[src/rtl/synaptic_update_scheduler_if.sv]
// Control/strobe bundle between the training sequencer and the synaptic update scheduler.
// The slave modport is the scheduler's view; the master modport is the upstream or test driver.
interface synaptic_update_scheduler_if #(
  parameter int SYN_ARRAY_ADDR_WIDTH = 16,
  parameter int PRE_NEUR_ADDR_WIDTH  = 10,
  parameter int POST_NEUR_ADDR_WIDTH = 10
);
  logic                            i_is_train;
  logic                            i_start;
  logic                            i_abort;
  logic                            o_busy;
  logic                            o_done;
  logic                            o_synarray_cs;
  logic                            o_synarray_we;
  logic                            o_grad_array_cs;
  logic                            o_grad_array_we;
  logic [SYN_ARRAY_ADDR_WIDTH-1:0] o_synarray_addr;
  logic [PRE_NEUR_ADDR_WIDTH-1:0]  o_pre_neuron_address;
  logic [POST_NEUR_ADDR_WIDTH-1:0] o_post_neuron_address;
  logic                            o_tref_event;

  modport master (
    output i_is_train, i_start, i_abort,
    input  o_busy, o_done, o_synarray_cs, o_synarray_we, o_grad_array_cs, o_grad_array_we,
    input  o_synarray_addr, o_pre_neuron_address, o_post_neuron_address, o_tref_event
  );

  modport slave (
    input  i_is_train, i_start, i_abort,
    output o_busy, o_done, o_synarray_cs, o_synarray_we, o_grad_array_cs, o_grad_array_we,
    output o_synarray_addr, o_pre_neuron_address, o_post_neuron_address, o_tref_event
  );
endinterface

[src/rtl/synaptic_update_scheduler.sv]
// Sweeps every weight/gradient SRAM word with a READ/WAIT/WRITE read-modify-write after a training
// sample, driving the synaptic_core strobes and the pre/post neuron addresses for each word.
module synaptic_update_scheduler #(
  parameter int INPUT_NEURON         = 784,
  parameter int OUTPUT_NEURON        = 256,
  parameter int POST_NEUR_PARALLEL   = 4,
  parameter int SYN_ARRAY_ADDR_WIDTH = 16,
  parameter int PRE_NEUR_ADDR_WIDTH  = 10,
  parameter int POST_NEUR_ADDR_WIDTH = 10
) (
  input logic                     i_clk,
  input logic                     i_rst,
  synaptic_update_scheduler_if.slave bus
);

  localparam int GROUPS = OUTPUT_NEURON / POST_NEUR_PARALLEL;
  localparam int WORDS  = INPUT_NEURON * GROUPS;
  localparam int GRP_W  = (GROUPS > 1) ? $clog2(GROUPS) : 1;

  localparam logic [SYN_ARRAY_ADDR_WIDTH-1:0] ADDR_LAST = SYN_ARRAY_ADDR_WIDTH'(WORDS - 1);
  localparam logic [SYN_ARRAY_ADDR_WIDTH-1:0] ADDR_ONE  = SYN_ARRAY_ADDR_WIDTH'(1);
  localparam logic [PRE_NEUR_ADDR_WIDTH-1:0]  PRE_ONE   = PRE_NEUR_ADDR_WIDTH'(1);
  localparam logic [GRP_W-1:0]                GRP_LAST  = GRP_W'(GROUPS - 1);
  localparam logic [GRP_W-1:0]                GRP_ONE   = GRP_W'(1);
  localparam logic [POST_NEUR_ADDR_WIDTH-1:0] POST_STEP = POST_NEUR_ADDR_WIDTH'(POST_NEUR_PARALLEL);

  typedef enum logic [2:0] {
    S_IDLE  = 3'd0,
    S_READ  = 3'd1,
    S_WAIT  = 3'd2,
    S_WRITE = 3'd3,
    S_FIN   = 3'd4
  } state_t;

  state_t                          r_state;
  state_t                          w_state_next;
  logic [PRE_NEUR_ADDR_WIDTH-1:0]  r_pre;
  logic [PRE_NEUR_ADDR_WIDTH-1:0]  w_pre_next;
  logic [GRP_W-1:0]                r_grp;
  logic [GRP_W-1:0]                w_grp_next;
  // Post address and word address advance as their own registers so no multiplier is needed.
  logic [POST_NEUR_ADDR_WIDTH-1:0] r_post;
  logic [POST_NEUR_ADDR_WIDTH-1:0] w_post_next;
  logic [SYN_ARRAY_ADDR_WIDTH-1:0] r_addr;
  logic [SYN_ARRAY_ADDR_WIDTH-1:0] w_addr_next;
  logic                            w_clear;

  always_ff @(posedge i_clk or posedge i_rst) begin
    if (i_rst) begin
      r_state <= S_IDLE;
      r_pre   <= '0;
      r_grp   <= '0;
      r_post  <= '0;
      r_addr  <= '0;
    end else begin
      r_state <= w_state_next;
      r_pre   <= w_pre_next;
      r_grp   <= w_grp_next;
      r_post  <= w_post_next;
      r_addr  <= w_addr_next;
    end
  end

  always_comb begin
    w_state_next = r_state;
    w_clear      = 1'b0;
    w_pre_next   = r_pre;
    w_grp_next   = r_grp;
    w_post_next  = r_post;
    w_addr_next  = r_addr;

    case (r_state)
      S_IDLE: begin
        // Abort outranks start even in idle, so a coincident pair never launches a sweep.
        if (bus.i_start && bus.i_is_train && !bus.i_abort) begin
          w_state_next = S_READ;
          w_clear      = 1'b1;
        end
      end
      S_READ: begin
        if (bus.i_abort) begin
          w_state_next = S_IDLE;
          w_clear      = 1'b1;
        end else begin
          w_state_next = S_WAIT;
        end
      end
      S_WAIT: begin
        if (bus.i_abort) begin
          w_state_next = S_IDLE;
          w_clear      = 1'b1;
        end else begin
          w_state_next = S_WRITE;
        end
      end
      S_WRITE: begin
        // The write strobes of this cycle go out regardless; abort only decides what follows.
        if (bus.i_abort) begin
          w_state_next = S_IDLE;
          w_clear      = 1'b1;
        end else if (r_addr == ADDR_LAST) begin
          w_state_next = S_FIN;
          w_clear      = 1'b1;
        end else begin
          w_state_next = S_READ;
          w_addr_next  = r_addr + ADDR_ONE;
          if (r_grp == GRP_LAST) begin
            w_grp_next  = '0;
            w_post_next = '0;
            w_pre_next  = r_pre + PRE_ONE;
          end else begin
            w_grp_next  = r_grp + GRP_ONE;
            w_post_next = r_post + POST_STEP;
          end
        end
      end
      S_FIN: begin
        w_state_next = S_IDLE;
      end
      default: begin
        w_state_next = S_IDLE;
        w_clear      = 1'b1;
      end
    endcase

    if (w_clear) begin
      w_pre_next  = '0;
      w_grp_next  = '0;
      w_post_next = '0;
      w_addr_next = '0;
    end
  end

  logic w_busy;
  logic w_cs;
  logic w_we;

  always_comb begin
    w_busy = 1'b0;
    w_cs   = 1'b0;
    w_we   = 1'b0;
    case (r_state)
      S_READ:  begin w_busy = 1'b1; w_cs = 1'b1; end
      S_WAIT:  begin w_busy = 1'b1; end
      S_WRITE: begin w_busy = 1'b1; w_cs = 1'b1; w_we = 1'b1; end
      default: begin end
    endcase
  end

  assign bus.o_busy                = w_busy;
  assign bus.o_done                = (r_state == S_FIN);
  assign bus.o_synarray_cs         = w_cs;
  assign bus.o_synarray_we         = w_we;
  assign bus.o_grad_array_cs       = w_cs;
  assign bus.o_grad_array_we       = w_we;
  assign bus.o_tref_event          = w_we;
  assign bus.o_synarray_addr       = r_addr;
  assign bus.o_pre_neuron_address  = r_pre;
  assign bus.o_post_neuron_address = r_post;

endmodule
[src/flat_wrapper.sv]
// flat-port wrapper written by rule: the top's interface ports become plain ports
module synaptic_update_scheduler_flat 
#(
  parameter int INPUT_NEURON         = 784,
  parameter int OUTPUT_NEURON        = 256,
  parameter int POST_NEUR_PARALLEL   = 4,
  parameter int SYN_ARRAY_ADDR_WIDTH = 16,
  parameter int PRE_NEUR_ADDR_WIDTH  = 10,
  parameter int POST_NEUR_ADDR_WIDTH = 10
)
  (i_clk, i_rst, bus_i_is_train, bus_i_start, bus_i_abort, bus_o_busy, bus_o_done, bus_o_synarray_cs, bus_o_synarray_we, bus_o_grad_array_cs, bus_o_grad_array_we, bus_o_synarray_addr, bus_o_pre_neuron_address, bus_o_post_neuron_address, bus_o_tref_event);
  synaptic_update_scheduler_if #(.SYN_ARRAY_ADDR_WIDTH(SYN_ARRAY_ADDR_WIDTH), .PRE_NEUR_ADDR_WIDTH(PRE_NEUR_ADDR_WIDTH), .POST_NEUR_ADDR_WIDTH(POST_NEUR_ADDR_WIDTH)) bus_i ();
  input logic i_clk;
  input logic i_rst;
  input wire logic [$bits(bus_i.i_is_train)-1:0] bus_i_is_train;
  input wire logic [$bits(bus_i.i_start)-1:0] bus_i_start;
  input wire logic [$bits(bus_i.i_abort)-1:0] bus_i_abort;
  output wire logic [$bits(bus_i.o_busy)-1:0] bus_o_busy;
  output wire logic [$bits(bus_i.o_done)-1:0] bus_o_done;
  output wire logic [$bits(bus_i.o_synarray_cs)-1:0] bus_o_synarray_cs;
  output wire logic [$bits(bus_i.o_synarray_we)-1:0] bus_o_synarray_we;
  output wire logic [$bits(bus_i.o_grad_array_cs)-1:0] bus_o_grad_array_cs;
  output wire logic [$bits(bus_i.o_grad_array_we)-1:0] bus_o_grad_array_we;
  output wire logic [$bits(bus_i.o_synarray_addr)-1:0] bus_o_synarray_addr;
  output wire logic [$bits(bus_i.o_pre_neuron_address)-1:0] bus_o_pre_neuron_address;
  output wire logic [$bits(bus_i.o_post_neuron_address)-1:0] bus_o_post_neuron_address;
  output wire logic [$bits(bus_i.o_tref_event)-1:0] bus_o_tref_event;
  assign bus_i.i_is_train = bus_i_is_train;
  assign bus_i.i_start = bus_i_start;
  assign bus_i.i_abort = bus_i_abort;
  assign bus_o_busy = bus_i.o_busy;
  assign bus_o_done = bus_i.o_done;
  assign bus_o_synarray_cs = bus_i.o_synarray_cs;
  assign bus_o_synarray_we = bus_i.o_synarray_we;
  assign bus_o_grad_array_cs = bus_i.o_grad_array_cs;
  assign bus_o_grad_array_we = bus_i.o_grad_array_we;
  assign bus_o_synarray_addr = bus_i.o_synarray_addr;
  assign bus_o_pre_neuron_address = bus_i.o_pre_neuron_address;
  assign bus_o_post_neuron_address = bus_i.o_post_neuron_address;
  assign bus_o_tref_event = bus_i.o_tref_event;
  synaptic_update_scheduler #(.INPUT_NEURON(INPUT_NEURON), .OUTPUT_NEURON(OUTPUT_NEURON), .POST_NEUR_PARALLEL(POST_NEUR_PARALLEL), .SYN_ARRAY_ADDR_WIDTH(SYN_ARRAY_ADDR_WIDTH), .PRE_NEUR_ADDR_WIDTH(PRE_NEUR_ADDR_WIDTH), .POST_NEUR_ADDR_WIDTH(POST_NEUR_ADDR_WIDTH)) u_core (.i_clk(i_clk), .i_rst(i_rst), .bus(bus_i));
endmodule
[config.mk]
export PLATFORM = sky130hd
export DESIGN_NAME = synaptic_update_scheduler_flat
export DESIGN_NICKNAME = d
export VERILOG_FILES = /design/src/rtl/synaptic_update_scheduler_if.sv /design/src/rtl/synaptic_update_scheduler.sv /design/src/flat_wrapper.sv
export SDC_FILE = /design/constraint.sdc
export NUM_CORES = 1
export LEC_CHECK = 0
export ABC_AREA = 1
export CAP_MARGIN = 20
export CORE_UTILIZATION = 30
export CTS_BUF_LIST = sky130_fd_sc_hd__clkbuf_8
export DETAILED_ROUTE_END_ITERATION = 8
export HOLD_SLACK_MARGIN = 0.05
export PLACE_DENSITY = 0.51
export SLEW_MARGIN = 10
export SYNTH_ARGS = -nofsm -noshare
export SYNTH_HDL_FRONTEND = slang
export SYNTH_SLANG_ARGS = --single-unit
[constraint.sdc]
create_clock -name i_clk -period 1.7 [get_ports i_clk]
set_input_delay 0.425 -clock i_clk [delete_from_list [all_inputs] [get_ports i_clk]]
set_output_delay 0.425 -clock i_clk [all_outputs]
set_load 0.02 [all_outputs]
==> flow_summary.toml, run 1 <==
[global_route]
grt_max_degree = 26
antenna_found_initial = 0
grt.overflow.total = 0
first_global_vias = 2439
grt_first_pass_wirelength_mm = 11.8
gr-usage-all-layers = 0.147

[power_and_ir_drop]
peakVddDrop_uv = 429
seqPwrFrac = 0.356
cellPowerDensity_nw_per_um2 = 901
p_clk_frac = 0.195
p_leak_nw = 2.09
p_sw_frac = 0.423
p_switching_mw = 1.39
total_power_mw = 3.29
comb_power_share = 0.449
p_int_mw = 1.89

[drt]
drtIter0Drc = 135
drc_errors = 0
avgViaCountPerCell = 4.44
postRouteAntennaNets = 0
dr.pass1.iters = 4
wl_per_cell_um = 11.7
wirelength_mm = 6.78
dr_total_vias = 2565

[place]
pre_cts_ws_ns = -0.241
dpl_cell_area_um2 = 3570
portBuffers = 45
dp_hpwl_mm = 5.06
gp_congestion = 0.755

[final_layout]
design_area_um2 = 3650
layout-drive-gt1-share = 0.173
diodes = 0
area_growth_pct = 28.3
fin_nets = 475

[setup_path]
cp_data_arrival_time_ns = 1.20
r2r_cells = 9
crit_type = "reg2out"
rrSetupSlack_ns = 0.13
startpoint_type = "register"
critPathCaptureType = "output port"
worstPathMaxFanout = 4
critPathMaxStageDelay_ns = 0.45
r2r_end = "u_core.r_grp[4]"
crit_chain = "nor3_2 -> clkdlybuf4s15_2"
worstPathRequired_ns = 1.27
worst_path_max_delay_cell = "dfrtp_2"
regToRegStartpoint = "u_core.r_state[2]"

[yosys]
synthesis.area_um2 = 2840
postSynthAreaPerCell_um2 = 7.20
ys_ff_latch = 43
synth-seq-area-share = 0.379
ys_types = 28
yosys_warnings = 0
syn_inst = 395

[cts]
numCtsBuffers = 5
cts_sinks = 43
clkSlewWorstSetupHoldPaths_ns = 0.08
cts.hold.buffers_added = 0
cts_tree = "done"
cts_root_buf = "clkbuf_8"
cts_buffer_depth = 2
clk_latency_ns = 0.30
h-tree-depth = 2

[floorplanning]
start_util = 0.309
ioPinCount = 48
die_x_um = 99.3
coreArea_um2 = 9200
fp-row-count = 35
fp.dieArea_um2 = 9870
die_h_um = 99.3

[flow_run]
max-cap-violations = 0

[sta]
setup_viol = 0
hold_violations = 0
worst_clock_skew_ns = 0.0120
slew_viol_final = 0
fin_crit_ns = 1.62
setup_ws_ns = 0.0785
holdWs_ns = 0.345
clock.fmax_mhz = 617
grt_setup_unrepaired = "false"
period_share = 0.954
fin_setup_tns_ns = 0

[outcome]
status = "finished, final reports clean"

[hold_path]
min-delay-path-class = "in2async"
==> power by group through the flow <==
| stage | logic (mW) | registers (mW) | clock network, mW |
|---|---|---|---|
| finish | 1.48 | 1.17 | 0.639 |
| global route | 1.64 | 1.18 | 0.710 |
| CTS | 1.48 | 1.16 | 0.670 |
| detailed placement | 1.53 | 1.18 | 0 |
| global placement | 1.54 | 1.18 | 0 |
| floorplan | 1.02 | 1.21 | 0 |
==> cells in the mapped netlist (all sizes together) <==
library cell	number	share of area
nand2	139	0.19
nor2	52	0.087
inv	49	0.065
nand3	45	0.092
dfrtp	43	0.38
nand4	15	0.033
buf	13	0.041
xor2	10	0.031
nor3	6	0.015
ha	4	0.018
o21bai	4	0.011
xnor2	4	0.012
nor3b	3	0.0079
o21ai	3	0.0066
o21a	2	0.0053
a21oi	1	0.0018
and3	1	0.0022
conb	1	0.0013
==> critical path: cells and delay by family, from the launching register on <==
| family | cells | cell delay, ns |
|---|---|---|
| flops | 1 | 0.45 |
| buf+inv | 1 | 0.27 |
| simple gates | 1 | 0.18 |
==> what timing repair did <==
item | CTS | global route
gates resized for setup | 55 | 18
setup endpoints to repair | 40 | 37
pin swaps | 0 | 3
buffers inserted | 0 | 2
==> cell type report <==
cell class | instances | area (um^2)
repair buffers | 76 | 653
well taps | 111 | 139
flip-flops and latches | 43 | 1080
clock inverters | 3 | 16.3
multi-input cells | 291 | 1500
fillers | 990 | 5550
inverters | 49 | 189
clock buffers | 5 | 68.8
==> flip-flops by register name, indices dropped and copies added, names as in the netlist <==
register                          flops
u_core.bus.o_pre_neuron_address      10
u_core.bus.o_post_neuron_address      8
u_core.r_grp                          6
u_core.r_state                        3
u_core.bus.o_synarray_addr           16
==> cell families after synthesis <==
| group | synth area share |
|---|---|
| buffers and inverters | 0.106 |
| AO/OA/AOI/OAI | 0.0242 |
| AND/OR/NAND/NOR | 0.430 |
| adder cells (fa/ha/maj) | 0.0176 |
| other | 0.00132 |
| flip-flops | 0.379 |
| XOR/XNOR | 0.0431 |
==> layer usage <==
layer | share of wire | global-route usage | wire length (um) | vias to the layer above
met5 | 0 | 0 | 0 | -
met4 | 0.0065 | 0.0351 | 44 | 0
met3 | 0.022 | 0.0218 | 147 | 4
met2 | 0.45 | 0.239 | 3080 | 34
met1 | 0.52 | 0.207 | 3510 | 1153
li1 | - | - | - | 1374
==> stage by stage <==
stage | util | instances
after CTS | 0.393 | 576
after global routing | 0.397 | 578
after detailed placement | 0.389 | 568
final | 0.397 | 578
after floorplan | - | 396
after global placement | 0.389 | 568
==> worst max-delay path by stage <==
stage | startpoint | end | cells after the start
floorplan | u_core.bus.o_synarray_addr[0] | u_core.bus.o_pre_neuron_address[1] | 9
global placement | bus_i_abort | u_core.bus.o_post_neuron_address[8] | 9
detailed placement | bus_i_abort | u_core.bus.o_post_neuron_address[8] | 9
CTS | u_core.bus.o_pre_neuron_address[7] | bus_o_pre_neuron_address[7] | 1
global route | u_core.r_state[0] | bus_o_done | 2
finish | u_core.r_state[0] | bus_o_done | 2
==> placed cells by master (no fill, tap or decap), types with 2 or more instances in the layout <==
cell type / instances
o21a_1: 2
nor2_1: 40
nand4_1: 15
nor3b_1: 3
ha_1: 4
dfrtp_1: 39
dfrtp_2: 4
clkbuf_2: 3
buf_4: 28
o21ai_0: 2
nand3_1: 40
dlygate4sd2_1: 33
nand2_4: 2
xnor2_1: 4
clkbuf_8: 5
nand3_2: 3
inv_1: 45
xor2_1: 10
buf_2: 3
clkdlybuf4s50_1: 4
nor3_1: 4
nand3_4: 2
buf_12: 3
o21bai_1: 4
inv_2: 2
conb_1: 2
nor2_4: 8
inv_4: 2
nor2_2: 4
nand2_2: 6
nand2_1: 131
(Power assumes the default switching activity.)
==> inputs of run 2 (changes only) <==
--- a/config.mk
+++ b/config.mk
@@ -9,9 +9,11 @@
 export CAP_MARGIN = 20
 export CORE_UTILIZATION = 30
 export CTS_BUF_LIST = sky130_fd_sc_hd__clkbuf_8
+export CTS_CLUSTER_SIZE = 8
 export DETAILED_ROUTE_END_ITERATION = 8
+export DONT_BUFFER_PORTS = 1
 export HOLD_SLACK_MARGIN = 0.05
-export PLACE_DENSITY = 0.51
+export PLACE_DENSITY = 0.45
 export SLEW_MARGIN = 10
 export SYNTH_ARGS = -nofsm -noshare
 export SYNTH_HDL_FRONTEND = slang
==> flow_summary.toml, run 2 (synthesis gave the netlist of run 1 again) <==
[cts]
cts_sinks = 43
cts_tree = "done"
h-tree-depth = 2
cts_buffer_depth = 2
clk_latency_ns = 0.30
clkSlewWorstSetupHoldPaths_ns = 0.09
numCtsBuffers = 5
cts_root_buf = "clkbuf_8"

[place]
portBuffers = 0
dp_hpwl_mm = 5.12
gp_congestion = 0.760
pre_cts_ws_ns = -0.242

[final_layout]
largest_reg_flops = 16
final_common_cell = "nand2_1"
diodes = 0
area_growth_pct = 23.8
fin_nets = 459
finalCoreUtilization = 0.383
layout-drive-gt1-share = 0.226
mostFrequentLayoutCells = "nand2_1, buf_4, inv_1"

[floorplanning]
die_h_um = 99.3
fp.dieArea_um2 = 9870
ioPinCount = 48
die_x_um = 99.3
fp-row-count = 35
start_util = 0.309
coreArea_um2 = 9200

[power_and_ir_drop]
p_leak_nw = 1.91
cellPowerDensity_nw_per_um2 = 1000
peakVddDrop_uv = 496
total_power_mw = 3.54

[setup_path]
critPathMaxStageDelay_ns = 0.41
r2r_end = "u_core.r_grp[4]"
crit_chain = "nor2_2 -> nor2_4 -> buf_4 -> buf_4"
rrSetupSlack_ns = 0.07
critPathBufInv = 2
critPathCaptureType = "output port"
worst_path_max_delay_cell = "dfrtp_1"
cp_common_cell = "buf_4"
worstSetupStartpoint = "u_core.r_state[0]"
worstPathMaxFanout = 4
startpoint_type = "register"
crit_type = "reg2out"
r2r_cells = 9
cp_data_arrival_time_ns = 1.25
regToRegStartpoint = "u_core.r_state[2]"
worstPathRequired_ns = 1.27
crit_end = "bus_o_busy"
cp_num_cells = 4
cp_top_family = "flip-flops"

[sta]
fin_setup_tns_ns = 0
grt_setup_unrepaired = "true"
setup_viol = 0
clock.fmax_mhz = 597
hold_violations = 0
worst_clock_skew_ns = 0.00722
fin_crit_ns = 1.67
tightest_slew_ns = 0.553
slew_headroom = 0.631
slew_viol_final = 0
setup_ws_ns = 0.0260
period_share = 0.985

[outcome]
status = "finished, final reports clean"

[global_route]
antenna_found_initial = 0
first_global_vias = 2520
grt_max_degree = 24
grt_first_pass_wirelength_mm = 12.4
gr-usage-all-layers = 0.161
grt.overflow.total = 0

[drt]
dr.pass1.iters = 4
top_layer = "met4"
dr_total_vias = 2580
postRouteAntennaNets = 0
wl_per_cell_um = 13.3
met3_length_um = 294
drt-met1-wl_mm = 3.63
avgViaCountPerCell = 4.59
drc_errors = 0
wl_met2_mm = 3.50
drtIter0Drc = 133
wirelength_mm = 7.48

[hold_path]
min-delay-path-class = "in2async"

[flow_run]
max-cap-violations = 0
run 2: changes by cell type in the layout (fill, tap and decap cells not counted), sizes merged, moves of 3 or more:
cell and delta:
buf +25, clkbuf -3, clkdlybuf4s50 -4, dlygate4sd2 -33
run 2: per-stage QoR:
stage	cell area, um^2	hold WS (ns)	std cells
6_report	3520	0.0500	562
5_1_grt	3520	0.0862	562
4_1_cts	3410	0.0674	556
3_5_place_dp	3260	0.400	544
3_3_place_gp	3260	0.396	544
2_1_floorplan	2850	0.468	396
run 2: worst min-delay path by stage:
| stage | startpoint | endpoint | slack, ns | cells after the start |
|---|---|---|---|---|
| global placement | i_rst | u_core.bus.o_synarray_addr[15] | 0.40 | 1 |
| detailed placement | i_rst | u_core.bus.o_synarray_addr[14] | 0.40 | 1 |
| CTS | i_rst | u_core.bus.o_synarray_addr[9] | 0.07 | 1 |
| finish | i_rst | u_core.bus.o_synarray_addr[9] | 0.05 | 1 |
| floorplan | u_core.r_grp[1] | u_core.r_grp[1] | 0.47 | 2 |
| global route | i_rst | u_core.bus.o_pre_neuron_address[6] | 0.09 | 1 |
run 2: routing by layer:
layer | track usage | vias to the layer above
li1 | - | 1339
met1 | 0.212 | 1193
met2 | 0.271 | 44
met3 | 0.0330 | 4
met4 | 0.0385 | 0
met5 | 0 | -
run 2: area by class of cell:
type	instances	area, um^2
clock buffers	5	68.8
clock inverters	3	16.3
fillers	996	5680
inverters	49	186
multi-input cells	292	1510
flip-flops and latches	43	1080
well taps	111	139
repair buffers	59	520
run 2: what timing repair did:
action | CTS | global route
endpoints found under the setup margin | 36 | 29
hold buffers | 0 | 0
buffers inserted | 3 | 6
pin swaps | 1 | 4
cloned | 1 | 0
resized for setup | 7 | 10
run 2: power by group:
part / switching, mW / leakage [nW] / internal (mW)
clock: 0.387 / 0.0453 / 0.282
combinational: 1.08 / 1.27 / 0.641
sequential: 0.0605 / 0.593 / 1.09
total: 1.52 / 1.91 / 2.01
==> inputs of run 3 (changes only) <==
--- a/config.mk
+++ b/config.mk
@@ -7,13 +7,15 @@
 export LEC_CHECK = 0
 export ABC_AREA = 1
 export CAP_MARGIN = 20
+export CORE_MARGIN = 5
 export CORE_UTILIZATION = 30
 export CTS_BUF_LIST = sky130_fd_sc_hd__clkbuf_8
 export CTS_CLUSTER_SIZE = 8
 export DETAILED_ROUTE_END_ITERATION = 8
 export DONT_BUFFER_PORTS = 1
 export HOLD_SLACK_MARGIN = 0.05
-export PLACE_DENSITY = 0.45
+export PLACE_DENSITY = 0.46
+export RECOVER_POWER = 25
 export SLEW_MARGIN = 10
 export SYNTH_ARGS = -nofsm -noshare
 export SYNTH_HDL_FRONTEND = slang
==> constraint.sdc (replaced) <==
create_clock -name i_clk -period 1.5 [get_ports i_clk]
set_input_delay 0.375 -clock i_clk [delete_from_list [all_inputs] [get_ports i_clk]]
set_output_delay 0.375 -clock i_clk [all_outputs]
set_load 0.02 [all_outputs]
==> flow_summary.toml, run 3 (synthesis gave the netlist of run 1 again) <==
[outcome]
status = "finished with violations"
violations = "setup timing"

[final_layout]
final_common_cell = "nand2_1"
area_growth_pct = 53.1
diodes = 0
layout-drive-gt1-share = 0.426
mostFrequentLayoutCells = "nand2_1, buf_4, inv_1"
largest_reg_flops = 16
design_area_um2 = 4350
fin_nets = 496

[floorplanning]
fp.dieArea_um2 = 11500
start_util = 0.308
coreArea_um2 = 9240
die_h_um = 107
die_x_um = 107
fp-row-count = 35
ioPinCount = 48

[cts]
cts_buffer_depth = 2
h-tree-depth = 2
clkSlewWorstSetupHoldPaths_ns = 0.09
cts_tree = "done"
clk_latency_ns = 0.30
cts_root_buf = "clkbuf_8"
cts_sinks = 43
numCtsBuffers = 5

[drt]
avgViaCountPerCell = 4.53
wl_per_cell_um = 13.4
postRouteAntennaNets = 0
drc_errors = 0
dr.pass1.iters = 4
dr_total_vias = 2798
wirelength_mm = 8.28
drtIter0Drc = 97

[setup_path]
rrSetupSlack_ns = -0.04
crit_type = "reg2out"
critPathCaptureType = "output port"
startpoint_type = "register"
worstPathRequired_ns = 1.12
cp_data_arrival_time_ns = 1.20
worstPathMaxFanout = 6

[power_and_ir_drop]
cellPowerDensity_nw_per_um2 = 1280
peakVddDrop_uv = 732
p_leak_nw = 2.23

[place]
pre_cts_ws_ns = -0.373
dp_hpwl_mm = 5.36
portBuffers = 0
gp_congestion = 0.799
dpl_cell_area_um2 = 3490

[global_route]
grt.overflow.total = 0
gr-usage-all-layers = 0.141
first_global_vias = 2719
grt_max_degree = 44
grt_first_pass_wirelength_mm = 13.3
antenna_found_initial = 0

[sta]
fin_setup_tns_ns = -0.895
tightest_slew_ns = 0.620
grt_setup_unrepaired = "true"
period_share = 1.05
fin_crit_ns = 1.58
hold_violations = 0
setup_viol = 34
slew_viol_final = 0
slew_headroom = 0.587
setup_ws_ns = -0.0798
worst_clock_skew_ns = 0.00824
clock.fmax_mhz = 633

[flow_run]
max-cap-violations = 0

[hold_path]
min-delay-path-class = "in2reg"
[run 3: cell count changes in the layout (fill, tap and decap cells not counted), moves of 6 or more]
cell | before | now
nand2_1 | 131 | 92
nand3_2 | 3 | 13
nand2_2 | 6 | 34
nand3_1 | 40 | 27
nand2_4 | 2 | 12
buf_6 | 4 | 25
buf_4 | 50 | 59
nor2_1 | 41 | 35
dfrtp_2 | 1 | 9
dfrtp_1 | 42 | 34
[run 3: stage by stage]
step	power [mW]	std cells	hold WS, ns	util
after floorplan	2.55	396	0.441	-
after detailed placement	3.10	583	0.328	0.378
after global placement	3.09	583	0.324	0.378
after global routing	5.88	617	0.110	0.471
after CTS	4.70	606	0.111	0.420
final	5.58	617	0.123	0.471
[run 3: routing by layer]
layer | part of all wire | vias up | GRT usage
li1 | - | 1423 | -
met5 | 0 | - | 0
met1 | 0.44 | 1330 | 0.178
met2 | 0.50 | 41 | 0.247
met3 | 0.050 | 4 | 0.0366
met4 | 0.0046 | 0 | 0.0234
[run 3: where the power goes]
part | switching [mW] | leakage, nW | internal [mW]
clock network | 0.445 | 0.0644 | 0.665
registers | 0.101 | 0.581 | 1.24
logic | 1.70 | 1.59 | 1.44
[run 3: timing repair]
item	4_1_cts	5_1_grt
hold endpoints to repair	43	0
hold buffers	1	0
gates cloned	1	4
resized for setup	25	103
setup endpoints to repair	47	48
pin swaps	11	44
buffers inserted	13	7
[run 3: final timing paths]
kind                                                           from                             endpoint  cells after the start
worst max-delay path                              u_core.r_state[2]                     bus_o_tref_event                      3
worst min-delay path                                    bus_i_abort                    u_core.r_state[2]                      1
worst max register to register                    u_core.r_state[1]       u_core.bus.o_synarray_addr[15]                     10
worst min register to register  u_core.bus.o_post_neuron_address[6]  u_core.bus.o_post_neuron_address[6]                      2
max in group asynchronous                                     i_rst        u_core.bus.o_synarray_addr[4]                      3
min in group asynchronous                                     i_rst       u_core.bus.o_synarray_addr[14]                      3
[run 3: cell type report]
cell class	instances	area, um^2
clock buffer	5	68.8
clock inverter	3	67.6
fill	906	4890
inverter	49	194
multi-input combinational	292	1820
sequential	43	1090
tap	129	161
timing repair buffer	96	957
[run 3: worst max-delay path, cell delays in order, from the launching register on]
cell	delay, ns
dfrtp_2	0.45
buf_6	0.14
nor2_4	0.14
buf_12	0.17
